## src/rtl/axi4lite_initiator_cmd.sv

```systemverilog
// AXI4-Lite initiator: turns one local register command at a time into an AXI4-Lite
// write or read, returning a single response pulse. Optional abort: AXI4LITE_INIT_TIMEOUT_EN.
//
// state | meaning
// IDLE  | cmd_ready high, waiting for a command
// WR    | awvalid/wvalid outstanding, each drops on its own handshake
// WR_B  | bready high, waiting for the write response
// RD_A  | arvalid held until arready
// RD_D  | rready high, waiting for read data
module axi4lite_initiator_cmd #(
  parameter int unsigned TIMEOUT_CYCLES = 1024
) (
  input  logic        aclk,
  input  logic        aresetn,
  input  logic        cmd_valid,
  output logic        cmd_ready,
  input  logic        cmd_write,
  input  logic [31:0] cmd_addr,
  input  logic [31:0] cmd_wdata,
  input  logic [3:0]  cmd_wstrb,
  output logic        rsp_valid,
  output logic [31:0] rsp_rdata,
  output logic [1:0]  rsp_resp,
  output logic        awvalid,
  input  logic        awready,
  output logic [31:0] awaddr,
  output logic        wvalid,
  input  logic        wready,
  output logic [31:0] wdata,
  output logic [3:0]  wstrb,
  input  logic        bvalid,
  output logic        bready,
  input  logic [1:0]  bresp,
  output logic        arvalid,
  input  logic        arready,
  output logic [31:0] araddr,
  input  logic        rvalid,
  output logic        rready,
  input  logic [31:0] rdata,
  input  logic [1:0]  rresp
);

  typedef enum logic [2:0] {IDLE, WR, WR_B, RD_A, RD_D} state_t;

  if (TIMEOUT_CYCLES < 1) begin : g_bad_timeout
    $error("TIMEOUT_CYCLES must be at least 1");
  end

  state_t      state_q, state_d;
  logic        cmd_ready_q, cmd_ready_d;
  logic        awvalid_q, awvalid_d;
  logic        wvalid_q, wvalid_d;
  logic        bready_q, bready_d;
  logic        arvalid_q, arvalid_d;
  logic        rready_q, rready_d;
  logic [31:0] awaddr_q, awaddr_d;
  logic [31:0] araddr_q, araddr_d;
  logic [31:0] wdata_q, wdata_d;
  logic [3:0]  wstrb_q, wstrb_d;
  logic        rsp_valid_q, rsp_valid_d;
  logic [31:0] rsp_rdata_q, rsp_rdata_d;
  logic [1:0]  rsp_resp_q, rsp_resp_d;
  logic        accept;

  assign accept = cmd_valid && cmd_ready_q;

`ifdef AXI4LITE_INIT_TIMEOUT_EN
  localparam int unsigned TMO_W = $clog2(TIMEOUT_CYCLES + 1);
  localparam logic [TMO_W-1:0] TMO_LAST = TMO_W'(TIMEOUT_CYCLES - 1);

  logic [TMO_W-1:0] tmo_cnt_q, tmo_cnt_d;

  always_comb begin
    tmo_cnt_d = tmo_cnt_q;
    if (accept)
      tmo_cnt_d = '0;
    else if (state_q != IDLE)
      tmo_cnt_d = tmo_cnt_q + TMO_W'(1);
  end

  always_ff @(posedge aclk or negedge aresetn) begin
    if (!aresetn) tmo_cnt_q <= '0;
    else          tmo_cnt_q <= tmo_cnt_d;
  end
`endif

  always_comb begin
    state_d     = state_q;
    cmd_ready_d = cmd_ready_q;
    awvalid_d   = awvalid_q;
    wvalid_d    = wvalid_q;
    bready_d    = bready_q;
    arvalid_d   = arvalid_q;
    rready_d    = rready_q;
    awaddr_d    = awaddr_q;
    araddr_d    = araddr_q;
    wdata_d     = wdata_q;
    wstrb_d     = wstrb_q;
    rsp_valid_d = 1'b0;
    rsp_rdata_d = rsp_rdata_q;
    rsp_resp_d  = rsp_resp_q;

    case (state_q)
      IDLE: begin
        if (accept) begin
          cmd_ready_d = 1'b0;
          if (cmd_write) begin
            awaddr_d  = cmd_addr;
            wdata_d   = cmd_wdata;
            wstrb_d   = cmd_wstrb;
            awvalid_d = 1'b1;
            wvalid_d  = 1'b1;
            state_d   = WR;
          end else begin
            araddr_d  = cmd_addr;
            arvalid_d = 1'b1;
            state_d   = RD_A;
          end
        end
      end
      WR: begin
        // address and data channels complete independently, in any order
        awvalid_d = awvalid_q && !awready;
        wvalid_d  = wvalid_q && !wready;
        if (!awvalid_d && !wvalid_d) begin
          bready_d = 1'b1;
          state_d  = WR_B;
        end
      end
      WR_B: begin
        if (bvalid) begin
          bready_d    = 1'b0;
          rsp_valid_d = 1'b1;
          rsp_resp_d  = bresp;
          rsp_rdata_d = '0;
          cmd_ready_d = 1'b1;
          state_d     = IDLE;
        end
      end
      RD_A: begin
        if (arready) begin
          arvalid_d = 1'b0;
          rready_d  = 1'b1;
          state_d   = RD_D;
        end
      end
      RD_D: begin
        if (rvalid) begin
          rready_d    = 1'b0;
          rsp_valid_d = 1'b1;
          rsp_resp_d  = rresp;
          rsp_rdata_d = rdata;
          cmd_ready_d = 1'b1;
          state_d     = IDLE;
        end
      end
      default: state_d = IDLE;
    endcase

`ifdef AXI4LITE_INIT_TIMEOUT_EN
    // a response completing in the expiry cycle takes priority over the abort
    if (state_q != IDLE && tmo_cnt_q == TMO_LAST && !rsp_valid_d) begin
      awvalid_d   = 1'b0;
      wvalid_d    = 1'b0;
      bready_d    = 1'b0;
      arvalid_d   = 1'b0;
      rready_d    = 1'b0;
      rsp_valid_d = 1'b1;
      rsp_resp_d  = 2'b10;
      rsp_rdata_d = '0;
      cmd_ready_d = 1'b1;
      state_d     = IDLE;
    end
`endif
  end

  always_ff @(posedge aclk or negedge aresetn) begin
    if (!aresetn) begin
      state_q     <= IDLE;
      cmd_ready_q <= 1'b1;
      awvalid_q   <= 1'b0;
      wvalid_q    <= 1'b0;
      bready_q    <= 1'b0;
      arvalid_q   <= 1'b0;
      rready_q    <= 1'b0;
      awaddr_q    <= '0;
      araddr_q    <= '0;
      wdata_q     <= '0;
      wstrb_q     <= '0;
      rsp_valid_q <= 1'b0;
      rsp_rdata_q <= '0;
      rsp_resp_q  <= '0;
    end else begin
      state_q     <= state_d;
      cmd_ready_q <= cmd_ready_d;
      awvalid_q   <= awvalid_d;
      wvalid_q    <= wvalid_d;
      bready_q    <= bready_d;
      arvalid_q   <= arvalid_d;
      rready_q    <= rready_d;
      awaddr_q    <= awaddr_d;
      araddr_q    <= araddr_d;
      wdata_q     <= wdata_d;
      wstrb_q     <= wstrb_d;
      rsp_valid_q <= rsp_valid_d;
      rsp_rdata_q <= rsp_rdata_d;
      rsp_resp_q  <= rsp_resp_d;
    end
  end

  assign cmd_ready = cmd_ready_q;
  assign awvalid   = awvalid_q;
  assign wvalid    = wvalid_q;
  assign bready    = bready_q;
  assign arvalid   = arvalid_q;
  assign rready    = rready_q;
  assign awaddr    = awaddr_q;
  assign araddr    = araddr_q;
  assign wdata     = wdata_q;
  assign wstrb     = wstrb_q;
  assign rsp_valid = rsp_valid_q;
  assign rsp_rdata = rsp_rdata_q;
  assign rsp_resp  = rsp_resp_q;

endmodule

```

## config.mk

```make
export PLATFORM = sky130hd
export DESIGN_NAME = axi4lite_initiator_cmd
export DESIGN_NICKNAME = d
export VERILOG_FILES = /design/src/rtl/axi4lite_initiator_cmd.sv
export SDC_FILE = /design/constraint.sdc
export NUM_CORES = 1
export LEC_CHECK = 0
export ABC_AREA = 1
export CORE_MARGIN = 5
export CORE_UTILIZATION = 25
export DETAILED_ROUTE_END_ITERATION = 10
export PLACE_DENSITY = 0.56
export SLEW_MARGIN = 20
export SYNTH_ARGS = -nofsm -noshare
export SYNTH_HDL_FRONTEND = slang
export SYNTH_SLANG_ARGS = --single-unit
export TNS_END_PERCENT = 5
```

## constraint.sdc

```tcl
create_clock -name aclk -period 1.4 [get_ports aclk]
set_input_delay 0.21 -clock aclk [delete_from_list [all_inputs] [get_ports aclk]]
set_output_delay 0.21 -clock aclk [all_outputs]
set_load 0.03 [all_outputs]
```

== Word level (Yosys, flattened, before mapping) ==
Cells that the tools add are included.
Operators by class
  eq/ne operators: 11
  multiplexer cells: 34
  bitwise gates (word level): 1
  reduce and logical (&&, ||, !) cells: 24
Operators with widths (number)
  32-bit 2-to-1 mux: 2
  32-bit case mux with 2 select lines: 1
  3-bit AND reduction: 6
  3-bit 2-to-1 mux: 5
  3-bit case mux with 5 select lines: 1
  1-bit 2-to-1 mux: 14
  2-bit inequality test (second input constant): 7
  1-bit case mux with 2 select lines: 6
  2-bit nonzero test: 5
  4-bit AND reduction: 2
  3-bit by 2-bit == test with 1-bit output (second input constant): 2
  2-bit 2-to-1 mux: 3
  5-bit AND reduction: 1
  1-bit logical AND: 4
  1-bit logical NOT: 4
  2-bit case mux with 2 select lines: 1
  3-bit by 1-bit == test with 1-bit output (second input constant): 1
  3-bit == test (second input constant): 1
  3-bit logical NOT: 1
  1-bit case mux with 3 select lines: 1
  3-bit nonzero test: 1
  1-bit NOT: 1
Storage, ports and cells
  register bits: 144
  input port bits: 113
  logic and storage cells: 84

== Depth between registers and ports, before layout ==
  depth after elaboration: 6
  gate-level depth with buffers: 9
  depth with buffers taken out: 8

== Least setup slack after synthesis ==
No wires, ideal clock.
  path type: register to register
  start: register cmd_ready_q (netlist: cmd_ready)
  end: register araddr_q[10] (netlist: araddr[10])
  setup time: 0.118 ns
  data arrival time: 1.445 ns
  data required time: 1.282 ns
  setup slack: -0.163 ns
  cell stages (with the launch flop): 8
  path buffers: 2
  path through: dfstp_2 -> nand2_1 -> nor2_8 -> nand2_2 -> buf_2 -> buf_6 -> nand2_1 -> nand2_1
Between the ends
  word-level cells in the longest chain between the ends: 2
RTL lines
  start, declared: line 50  | logic cmd_ready_q, cmd_ready_d;
  start signal, assigned: line 195  | cmd_ready_q <= cmd_ready_d;
  1-bit logical AND: line 65  | assign accept = cmd_valid && cmd_ready_q;
  3-bit AND reduction (no line)
  end signal, assigned: line 202  | araddr_q <= araddr_d;
  end, declared: line 57  | logic [31:0] araddr_q, araddr_d;
No other way between the ends.
A chain may end at the register's enable or synchronous reset.

== Final worst setup path ==
  start: register cmd_ready_q (netlist: cmd_ready)
  end: output cmd_ready
RTL lines
  end, declared: line 16  | output logic cmd_ready,
No word-level cell between the ends.

==> results.md <==
Run status:
- The run finished, with violations left.
- The checks that failed: setup timing.

Routing:
- The via density per instance is 4.07.
- For this run, design rule violations remaining after detail routing come to 0.
- The first routing iteration left 235 violations.
- The final layout contains routed wiring with a total length of 17.6 mm.
- After detailed routing, the average wire length per cell comes to 14.6 µm.
- The routed via count is 4896.
- For this run, the detailed router's first-pass iteration total came to 4.
- The residual antenna-violating net count after detailed routing is 0.

Clocking:
- The total clock sinks is 144.
- The clock slew at the register clock pins of the worst setup and hold paths is 0.06 ns.
- The H-tree was split into 4 levels.
- The maximum root-to-sink buffer count is 2.
- The insertion delay to the later sink of the worst-skew pair is 0.42 ns.
- The number of clock buffers inserted by TritonCTS is 17.
- The TritonCTS clock tree is built.
- The root cell of the clock tree is sky130_fd_sc_hd__clkbuf_16.

STA:
- The highest clock frequency the design can meet is 713 MHz.
- The slew of the pin with the lowest slew margin is 0.346 ns.
- The shortest clock period the worst path allows after layout is 1.40 ns.
- The final hold violation count was 0.
- Setup repair after global routing could not meet its margin everywhere.
- The number of max-slew violations in the final report is 0.
- The final worst-path cycle share is 100%.
- Hold is met by 0.205 ns.
- The setup skew after layout is 0.00719 ns.
- The final worst setup slack is -0.00275 ns.
- The worst max-slew margin expressed relative to the limit is 77.0%.
- Setup violations remaining at the end of the flow were counted as 1.

Worst setup path:
- Among cell families on the critical path, the largest total delay comes from flip-flops.
- The worst-path cell with the longest stage delay is sky130_fd_sc_hd__dfstp_2.
- The first element of the critical path is cmd_ready.
- Data on the critical path is required at its endpoint by 1.19 ns.
- In this run the worst path has a maximum fanout of 2.
- The worst setup path is launched from a flip-flop.
- The worst flop-to-flop path startpoint is state_q[1].
- The critical path buffer and inverter count is 2.
- On the worst path, the slowest cell contributes a delay of 0.56 ns.
- The signal on the critical path passes through buf_6 > buf_12.
- The path type of the worst setup path is reg2out.
- The slack of the worst reg-to-reg path is -0.003 ns.
- The arrival time at the worst endpoint is 1.19 ns.
- STA classifies the critical path endpoint as a primary output.

Layout:
- The post-route cell area is 9150 µm².
- The area growth from synthesis to layout is 61.9%.
- The final layout contains 1017 nets.
- After filler insertion, the fill cell instance count of the layout stands at 2283.
- The fraction of layout cells with a size suffix above 1 is 19.1%.
- The total inserted antenna cells is 0.
- The fraction of the core area covered by cells at the end of the flow is 40.8%.

Global route:
- The number of global-route vias before repair is 4887.
- The global-route wire length before repair is 27.9 mm.
- The combined global-route utilization of all metal layers is 13.7%.
- The pin count of the biggest net entering global routing is 48.
- The initial antenna violation count is 3.
- The remaining global-route overflow is 0.

Placed design:
- At the placement stage, the worst setup path has a slack of -0.181 ns.
- The post-placement cell area is 8780 µm².
- After legalization and detailed placement, the total HPWL measured 12.9 mm.
- The count of buffers inserted at the top-level ports is 253.
- The congestion estimate from routability-driven global placement came to 0.749.

Logic synthesis:
- In the post-synthesis netlist, the biggest area contributors are sky130_fd_sc_hd__dfrtp_1, sky130_fd_sc_hd__nand2_1, sky130_fd_sc_hd__o21ai_0.
- The synthesized netlist occupies a cell area of 5650 µm².
- During synthesis, Yosys emitted a total of 0 warnings.
- Of the post-synthesis cell area, the dominant cell type holds 63.3%.
- Among all flip-flop cells after synthesis, the most frequent one is sky130_fd_sc_hd__dfrtp_1.
- The synthesized netlist contains 23 unique library cells.
- The number of synthesized flops with an enable pin is 0.
- A synthesized cell averages 9.07 µm².
- The register bit total from synthesis is 144.
- By count the netlist is led by sky130_fd_sc_hd__nand2_1, sky130_fd_sc_hd__dfrtp_1, sky130_fd_sc_hd__o21ai_0, sky130_fd_sc_hd__inv_1, sky130_fd_sc_hd__nand3_1.
- The most frequent cell after synthesis is sky130_fd_sc_hd__nand2_1.
- Of all cell types, the one taking the most synthesized area is sky130_fd_sc_hd__dfrtp_1.
- In the synthesized netlist, the number of instances is 623.
- Counting every net in the synthesized netlist gives 736.
- The share of synthesized area occupied by flip-flops and latches is 63.8%.
- Of all flip-flops after synthesis, the portion carrying an async set or reset was 100%.

Flow run:
- The total of max-cap violations is 0.

Die:
- The die footprint is 25700 µm².
- The starting density of the core is 25.2%.
- The initialized floorplan defines 55 standard-cell rows.
- The height of the die is 160 µm.
- The region available for standard cell placement spans 22400 µm².
- The die outline width is 160 µm.
- The boundary pin count is 254.

Power and ir drop:
- Across the VDD grid, the largest voltage drop is 0.909 mV.
- The power density relative to cell area is 2300 nW/µm².
- For this design the static power due to leakage is 4.77 nW.

Worst hold path:
- The path class of the tightest hold or removal check is in2async.
## metrics by stage
stage | setup TNS [ns] | cells | power (mW)
floorplan | -1.50 | 623 | 12.3
global placement | -9.04 | 1168 | 17.3
detailed placement | -10.43 | 1168 | 17.4
CTS | -0.0301 | 1201 | 21.7
global route | -3.54 | 1202 | 22.3
finish | -0.00275 | 1202 | 21.0
## repair_timing
| item | CTS | global route |
|---|---|---|
| hold endpoints to repair | 143 | 0 |
| resized for setup | 273 | 96 |
| endpoints found under the setup margin | 166 | 180 |
| pin swaps | 1 | 3 |
| setup buffers | 0 | 1 |
| hold buffers | 1 | 0 |
## worst paths after layout
| kind | endpoint | depth (start not counted) |
|---|---|---|
| worst min register to register | araddr[7] | 2 |
| min in group aclk | wdata[22] | 3 |
| worst max register to register | wdata[4] | 8 |
| worst min-delay path | rsp_rdata[7] | 2 |
| max in group asynchronous | rsp_resp[0] | 3 |
| worst max-delay path | cmd_ready | 2 |
## routing by layer
layer / GRT usage [%] / vias to the layer above / routed length [µm]
met5: 0 / - / 46
met4: 3.05 / 6 / 114
met3: 5.52 / 14 / 1300
met2: 22.1 / 153 / 8300
met1: 17.5 / 2237 / 7840
li1: - / 2486 / -
## layout make-up
type | instances | area [µm²] | area share (%)
Sequential cell | 144 | 3600 | 39.4
Multi-Input combinational cell | 419 | 1730 | 18.9
Clock inverter | 12 | 178 | 1.94
Tap cell | 285 | 357 | 3.90
Clock buffer | 20 | 447 | 4.88
Inverter | 32 | 120 | 1.31
Timing Repair Buffer | 290 | 2710 | 29.7
## layout by cell type, fill, tap and decap left out, types with 2 or more instances in the layout
cell type / synthesis / routed
sky130_fd_sc_hd__dfrtp_1: 143 / 143
sky130_fd_sc_hd__dlygate4sd2_1: 0 / 5
sky130_fd_sc_hd__clkdlybuf4s50_1: 0 / 111
sky130_fd_sc_hd__inv_6: 0 / 4
sky130_fd_sc_hd__buf_12: 0 / 16
sky130_fd_sc_hd__clkbuf_2: 0 / 66
sky130_fd_sc_hd__clkdlybuf4s15_2: 0 / 23
sky130_fd_sc_hd__nand3_1: 28 / 28
sky130_fd_sc_hd__clkdlybuf4s15_1: 0 / 41
sky130_fd_sc_hd__buf_4: 0 / 20
sky130_fd_sc_hd__nand2_2: 2 / 3
sky130_fd_sc_hd__nand2_4: 1 / 3
sky130_fd_sc_hd__buf_6: 14 / 7
sky130_fd_sc_hd__inv_2: 1 / 2
sky130_fd_sc_hd__bufinv_16: 0 / 4
sky130_fd_sc_hd__o21a_1: 2 / 2
sky130_fd_sc_hd__nand2_1: 336 / 333
sky130_fd_sc_hd__inv_1: 30 / 29
sky130_fd_sc_hd__clkbuf_16: 0 / 17
sky130_fd_sc_hd__o21ai_0: 36 / 33
sky130_fd_sc_hd__nor2_1: 7 / 5
sky130_fd_sc_hd__o21ai_1: 0 / 3
sky130_fd_sc_hd__nor2_2: 0 / 2
sky130_fd_sc_hd__clkinv_2: 0 / 3
sky130_fd_sc_hd__clkbuf_1: 6 / 2
## registers in the layout, summed over array words and instances (netlist names)
| name | cells |
|---|---|
| araddr | 32 |
| arvalid | 1 |
| awaddr | 32 |
| awvalid | 1 |
| bready | 1 |
| cmd_ready | 1 |
| rready | 1 |
| rsp_rdata | 32 |
| rsp_resp | 2 |
| rsp_valid | 1 |
| state_q | 3 |
| wdata | 32 |
| wstrb | 4 |
| wvalid | 1 |
## cells by family after synthesis
logic type	after synthesis	share of synthesized area (%)
flops	144	63.8
buf+inv	60	5.98
simple gates	377	26.3
compound gates	42	3.90
## where the power goes
part | internal, mW | total [mW] | switching (mW)
combinational | 3.27 | 9.26 | 5.99
clock | 3.05 | 4.89 | 1.85
sequential | 5.87 | 6.85 | 0.981
total | 12.2 | 21.0 | 8.82
## worst register-to-register path: stages, from the launching register on
cell	delay, ns
sky130_fd_sc_hd__dfrtp_1	0.41
sky130_fd_sc_hd__nor2_4	0.15
sky130_fd_sc_hd__nand2_4	0.08
sky130_fd_sc_hd__nor2_8	0.13
sky130_fd_sc_hd__nand2_4	0.10
sky130_fd_sc_hd__buf_12	0.18
sky130_fd_sc_hd__buf_6	0.15
sky130_fd_sc_hd__nand2_1	0.05
sky130_fd_sc_hd__nand2_1	0.04
(Power assumes the default switching activity.)
